File: src/rtl/load_use_scoreboard.sv
// ---------------------------------------------------------------------------
// load_use_scoreboard
//
// Load-use hazard detector for the ID stage. It keeps a short shift line of
// in-flight load destinations, LOAD_LAT slots deep. Slot 0 holds the
// instruction that most recently left ID. While any valid slot holds a
// register that the instruction in ID reads, the block requests a stall.
// The stall holds the PC and IF/ID, and inserts an ID/EX bubble.
//
// Optional feature macro: LOAD_USE_STALL_CNT_EN
//   defined   -> stall_cnt counts cycles with stall=1 and hold=0 (wraps)
//   undefined -> stall_cnt is tied to 0 and has no flops
//
// Ports:
//   clk         in   pipeline clock, rising edge
//   rst_n       in   synchronous active-low reset
//   rs1_id      in   ID source register 1
//   rs2_id      in   ID source register 2
//   use_rs1_id  in   ID instruction reads rs1
//   use_rs2_id  in   ID instruction reads rs2
//   rd_id       in   ID destination register
//   memread_id  in   ID instruction is a load
//   valid_id    in   ID holds a real instruction
//   hold        in   global freeze; scoreboard does not advance
//   flush       in   kills the instruction in ID
//   stall       out  combinational stall request
//   hazard_age  out  slot index of the youngest matching load (0 if no stall)
//   stall_cnt   out  stall-cycle counter (optional feature)
// ---------------------------------------------------------------------------
module load_use_scoreboard #(
    parameter int REG_AW   = 5,
    parameter int LOAD_LAT = 1,
    parameter int CNT_W    = 32
) (
    input  logic              clk,
    input  logic              rst_n,
    input  logic [REG_AW-1:0] rs1_id,
    input  logic [REG_AW-1:0] rs2_id,
    input  logic              use_rs1_id,
    input  logic              use_rs2_id,
    input  logic [REG_AW-1:0] rd_id,
    input  logic              memread_id,
    input  logic              valid_id,
    input  logic              hold,
    input  logic              flush,
    output logic              stall,
    output logic [2:0]        hazard_age,
    output logic [CNT_W-1:0]  stall_cnt
);

    logic [LOAD_LAT-1:0] slot_v;
    logic [REG_AW-1:0]   slot_rd [LOAD_LAT];

    logic       match1;
    logic       match2;
    logic [2:0] match_age;

    // Compare both sources against every slot. The scan runs from the oldest
    // slot down to slot 0, so the last hit written is the youngest load. That
    // is the one the consumer must actually wait for.
    always_comb begin
        match1    = 1'b0;
        match2    = 1'b0;
        match_age = 3'd0;
        for (int k = LOAD_LAT - 1; k >= 0; k--) begin
            if (use_rs1_id && (rs1_id != '0) && slot_v[k] && (slot_rd[k] == rs1_id)) begin
                match1    = 1'b1;
                match_age = 3'(k);
            end
            if (use_rs2_id && (rs2_id != '0) && slot_v[k] && (slot_rd[k] == rs2_id)) begin
                match2    = 1'b1;
                match_age = 3'(k);
            end
        end
    end

    // A flushed instruction is dead. It never stalls.
    assign stall      = valid_id & ~flush & (match1 | match2);
    assign hazard_age = stall ? match_age : 3'd0;

    // Shift line of in-flight loads. A stalled or flushed instruction enters
    // slot 0 as a bubble, and the older slots keep advancing. Because of
    // this, every stall drains within LOAD_LAT cycles unless hold is set.
    always_ff @(posedge clk) begin
        if (!rst_n) begin
            slot_v <= '0;
            for (int k = 0; k < LOAD_LAT; k++) begin
                slot_rd[k] <= '0;
            end
        end else if (!hold) begin
            slot_v[0]  <= valid_id & memread_id & (rd_id != '0) & ~stall & ~flush;
            slot_rd[0] <= rd_id;
            for (int k = 1; k < LOAD_LAT; k++) begin
                slot_v[k]  <= slot_v[k-1];
                slot_rd[k] <= slot_rd[k-1];
            end
        end
    end

`ifdef LOAD_USE_STALL_CNT_EN
    logic [CNT_W-1:0] cnt_q;

    // Counts only the stall cycles that actually cost a pipeline slot. A
    // frozen pipeline is charged to the memory system, not to the hazard.
    always_ff @(posedge clk) begin
        if (!rst_n) begin
            cnt_q <= '0;
        end else if (!hold && stall) begin
            cnt_q <= cnt_q + CNT_W'(1);
        end
    end

    assign stall_cnt = cnt_q;
`else
    assign stall_cnt = '0;
`endif

endmodule

File: config.mk
export PLATFORM = sky130hd
export DESIGN_NAME = load_use_scoreboard
export DESIGN_NICKNAME = d
export VERILOG_FILES = /design/src/rtl/load_use_scoreboard.sv
export SDC_FILE = /design/constraint.sdc
export NUM_CORES = 1
export LEC_CHECK = 0
export ABC_AREA = 1
export CAP_MARGIN = 30
export CORE_MARGIN = 4
export CORE_UTILIZATION = 34
export CTS_BUF_LIST = sky130_fd_sc_hd__clkbuf_4
export CTS_CLUSTER_SIZE = 12
export DETAILED_ROUTE_END_ITERATION = 16
export PLACE_DENSITY = 0.88
export RECOVER_POWER = 100
export SLEW_MARGIN = 20
export SYNTH_ARGS = -nofsm -noshare
export SYNTH_HDL_FRONTEND = slang
export SYNTH_SLANG_ARGS = --single-unit
File: constraint.sdc
create_clock -name clk -period 1.1 [get_ports clk]
set_input_delay 0.165 -clock clk [delete_from_list [all_inputs] [get_ports clk]]
set_output_delay 0.165 -clock clk [all_outputs]
set_load 0.01 [all_outputs]
# After elaboration in Yosys (flattened, before gate mapping)
# Memories as Yosys holds them, arrays and structs flattened.
# Index checks and enable logic that the tools add are counted.
dict set report op_classes {
  n_eq_ne 2
  muxes 8
  bitwise 9
  n_reduce_logical 10
}
# cell count
set ops {}
lappend ops {{$reduce_bool 5->1} 3}
lappend ops {{$eq 5x5->1} 2}
lappend ops {{$mux 1} 7}
lappend ops {{$and 1x1->1} 6}
lappend ops {{$logic_and 1x1->1} 6}
lappend ops {{$mux 5} 1}
lappend ops {{$reduce_or 5->1} 1}
lappend ops {{$not 1->1} 2}
lappend ops {{$or 1x1->1} 1}
dict set report word_totals {
  reg_bits 1
  mem_bits_rw 5
  input_bits 23
  out_inout_bits 36
  wordCells 31
  mem_count 1
}
# memory words word_bits rd rd_ports_with_merged_regs wr line_no
set mem_list {}
lappend mem_list {slot_rd 1 5 1 0 1 52} ;# logic [REG_AW-1:0] slot_rd [LOAD_LAT];

# Longest topological paths before layout
dict set report depth {
  ltp_word 10
  ltp_mapped 11
  depth_no_buf 11
}

# Least setup slack after synthesis
# OpenSTA, ideal clock, no wires.
dict set report synth_path {
  path_type {register to output}
  from {mem slot_rd[0][3]}
  to {out stall}
  arrival_time_ps 912
  required_time_ps 935
  slack_ps 23
  stages_incl_launch_ff 10
  path_buffers 0
  cell_sequence {edfxtp_1 > inv_1 > nand2_1 > nand2_1 > nand2_1 > nor2_1 > nand3_1 > nand2_1 > nand2_1 > inv_1}
}
dict set report synth_via {
  elab_chain_len 6
  elab_cells_between_ends 9
  classes_between {2 x eq/ne; 2 x mux; 2 x bitwise; 2 x reduce/logical; 1 x memory}
}
# element line_no
set synth_rtl {}
lappend synth_rtl {{from (decl)} 52}
lappend synth_rtl {{$mem_v2 1x5 *} n/a}
lappend synth_rtl {{$eq 5x5->1 (on tied branches)} {66, 70}}
lappend synth_rtl {{$logic_and 1x1->1 (on tied branches)} {66, 70}}
lappend synth_rtl {{$mux 1 (on tied branches)} {66, 70}}
lappend synth_rtl {{$or 1x1->1 *} 78} ;# assign stall = valid_id & ~flush & (match1 | match2);
lappend synth_rtl {{$and 1x1->1 *} 78}
lappend synth_rtl {{to (decl)} 46} ;# output logic stall,
# Mark *: on every way between the ends. The rest lies on a longest branch, timed or not.

# Final worst setup path
dict set report layout_path {
  from {mem slot_rd[0][1]}
  to {out stall}
}
# The elaborated chain is that of the path after synthesis.

==> impl_summary.md <==
Synth
The share of the synthesized area in the top cell type is 0.3409. In the synthesized netlist, the number of instances is 126. The yosys synthesis warning count is 0. The post-synthesis adder-cell area fraction is 0. Of the total synthesized cell area, the portion taken by AND, OR, NAND and NOR gates is 0.2890.

The xor/xnor cell area share of the yosys netlist is 0.01136. By area the synthesized netlist is led by sky130_fd_sc_hd__buf_4, sky130_fd_sc_hd__edfxtp_1, sky130_fd_sc_hd__nand2_1. The fraction of synthesized area in multiplexers is 0. The sequential-to-total area share from yosys stat is 0.2208. The largest area contributor in the netlist is sky130_fd_sc_hd__buf_4. The cell area that synthesis handed to floorplanning was 770.7 um2. The synthesized-area fraction occupied by ao, oa, aoi and oai cells was 0.006494.

The flip-flop and latch count after synthesis is 6. The number of different library cells used by synthesis comes to 12. The average footprint of a synthesized cell is 6.117 um2.

After synthesis, the largest family of logic cells by area is buffers and inverters.

Timing
Based on the critical path, the design can be clocked at up to 0.6519 GHz. The final count of hold timing violations is 0. Setup repair after global routing could not meet its margin everywhere. Counting I/O delays and the setup requirement, the final critical path takes 1.534 ns. Setup violations remaining at the end of the flow were counted as 2.

The portion of the clock cycle consumed by the worst path in the final layout is 1.394. The final max-slew violation count came to 0. The post-route worst setup slack is -0.4339 ns.

Clock skew on the completed layout was measured at 0.006125 ns.

Layout
Of the cells placed in the final design, the portion with a size suffix greater than 1 is 0.07143. After filler insertion, the fill cell instance count of the layout stands at 221. The sequential standard cell area is 170.2 um2. Summing all multi-input logic gate instances after layout gives 375.4 um2. 0 antenna diodes ended up in the layout.

The number of standard cells in the layout, taps in and fillers out is 181. After the last flow step, the layout net total stands at 178. The area growth from synthesis to layout is 23.21%.

Clock tree
CTS built an H-tree with a depth of 1. In this run the deepest clock path goes through 2 buffers. After clock tree synthesis, the clock-pin slew on the worst setup and hold paths is 0.04 ns. The number of buffers created by CTS is 3. The CTS tree is done. The root buffer cell chosen for the clock tree is sky130_fd_sc_hd__clkbuf_4. Counting every sink on the clock net gives 6. After clock tree synthesis, the flow added hold-fix buffers numbering 0. The insertion delay of the later-clocked pin in the worst-skew pair is 0.25 ns.

Flow run
The number of maximum-capacitance constraint violations is 0.

Critical path
Grouping stages by cell kind, the critical path spends the most delay in simple AND/OR/NAND/NOR gates. The type of element capturing the critical path is an output pin. Traced cell by cell, the critical path runs through nand2_1 -> nand2_1 -> nor2_1 -> nand4_1 -> nand2_2 -> nand2_2 -> inv_1 -> buf_2.

The worst-path cell with the longest stage delay is sky130_fd_sc_hd__edfxtp_1. The largest fanout of any net on the critical path is 4. The worst path buffer plus inverter count is 2. The arrival time of the worst setup path is 1.37 ns. The required arrival time at the worst endpoint is 0.94 ns. In this design, the stage delay of the slowest critical-path cell is 0.42 ns. The path type of the worst setup path is reg -> out. The nature of the critical path startpoint is a flop.

Global routing
Entering global routing, the biggest net connects 6 pins. The total global routing track utilization is 0.09270. The first global-routing pass estimated 2.366 mm of wire.

Summed over all layers, the global routing overflow is 0. The number of global-route vias before repair came to 563. The initial antenna violation count is 0.

Placement
The half-perimeter wire length after detailed placement is 1.245 mm. The worst-case setup slack after placement is -0.8385 ns. After detailed placement, the design holds a cell count of 176. The count of buffers added on input and output ports is 23. The final RePlAce weighted congestion is 0.8023.

Die
The die is 55.61 um wide. The site row count is 16. The vertical extent of the die is 55.61 um. The full die area is 3092 um2.

In this run the count of I/O pins placed on the die edge is 59. The effective utilization at floorplan is 0.3738. The area of the core is 2062 um2.

Detailed routing
Summing over every cut layer, the via total after detailed routing is 664. The number of optimization iterations in the first detailed-route pass is 4. The DRC violations left is 0. The via count normalized by instance count is 3.669. The final routed wirelength across all metal layers is 1.468 mm.

After detailed routing, the average wire length per cell comes to 8.110 um. The number of antenna-violating nets in the routed design is 0. The detailed router finished its first iteration with 13 violations.

Outcome
The checks that failed: setup timing. The run finished, with violations left.

Power and ir drop
In this run the static leakage power is 0.5656 nW. Power spread over the standard cell area amounts to 792.8 nW/um2. Across the VDD grid, the largest voltage drop is 392.1 uV.

Worst hold path
The worst hold-check path type is reg -> reg.
synthesized netlist by cell type (all sizes together):
cell,instances
o21ai,1
nand4,2
dfxtp,1
edfxtp,5
xor2,1
nor2,15
nand3,5
nand2,33
inv,26
conb,1
nor3,1
buf,35
power breakdown:
group	internal, mW	total, mW	switching [mW]
Sequential	0.265	0.276	0.0114
Clock	0.162	0.242	0.0802
Combinational	0.102	0.234	0.132
area by class of cell:
type / count / share of cell area
multi-input combinational: 93 / 0.3953
timing repair buffer: 25 / 0.2556
sequential: 6 / 0.1792
inverter: 26 / 0.1028
tap: 27 / 0.03557
clock buffer: 4 / 0.03162
what timing repair did:
item	CTS	global route
gates resized for setup	5	5
setup buffers	1	1
pin swaps	3	2
endpoints found under the setup margin	2	2
logic make-up (layout without fill, tap and decap cells):
logic type / after synthesis / count (layout)
AND/OR/NAND/NOR: 56 / 56
XOR/XNOR: 1 / 1
buffers and inverters: 61 / 55
flip-flops: 6 / 6
other: 1 / 35
AO/OA/AOI/OAI: 1 / 1
worst register-to-register path: stages, from the launching register on:
cell and delay, ns:
sky130_fd_sc_hd__edfxtp_1 0.42, sky130_fd_sc_hd__nand2_1 0.09, sky130_fd_sc_hd__nand2_1 0.05, sky130_fd_sc_hd__nor2_1 0.13, sky130_fd_sc_hd__nand4_1 0.12, sky130_fd_sc_hd__nand2_2 0.09
sky130_fd_sc_hd__nand2_2 0.06, sky130_fd_sc_hd__buf_6 0.12, sky130_fd_sc_hd__nand2_2 0.04, sky130_fd_sc_hd__nand2_1 0.04
worst paths after layout:
path              slack (ns)     startpoint      to  depth (start not counted)
setup / recovery       -0.43  slot_rd[0][1]   stall                          8
hold / removal          0.48         slot_v  slot_v                          2
setup reg to reg       -0.15  slot_rd[0][1]  slot_v                          9
hold reg to reg         0.48         slot_v  slot_v                          2
through the flow:
stage / total power, mW / utilization / hold WS, ns / area, um2 / setup TNS (ns)
5_1_grt: 0.8110 / 0.4606 / 0.5307 / 949.7 / -0.8979
6_report: 0.7529 / 0.4606 / 0.4833 / 949.7 / -0.5833
4_1_cts: 0.7561 / 0.4551 / 0.4882 / 938.4 / -0.6048
3_3_place_gp: 0.5081 / 0.4399 / 0.4744 / 907.1 / -1.525
2_1_floorplan: 0.4975 / - / 0.3030 / 898.4 / 0
3_5_place_dp: 0.5114 / 0.4399 / 0.4809 / 907.1 / -1.643
sequential cells by signal, indices dropped and copies added (netlist names):
register,cells
slot_rd,5
slot_v,1
metal layers:
| metal | track usage | wire (um) |
|---|---|---|
| met1 | 0.1063 | 567 |
| met2 | 0.1486 | 689 |
| met3 | 0.02552 | 180 |
| met4 | 0.06250 | 31 |
| met5 | 0 | 0 |
placed cells by master, fill, tap and decap left out, drive strengths merged:
master	n
nand4	2
edfxtp	5
inv	26
conb	35
xor2	1
buf	3
clkdlybuf4s50	20
dfxtp	1
dlygate4sd3	1
nand3	5
dlygate4sd2	1
clkbuf	4
nand2	33
nor2	15
o21ai	1
nor3	1
No activity file was read; power rests on OpenSTA's default activity.
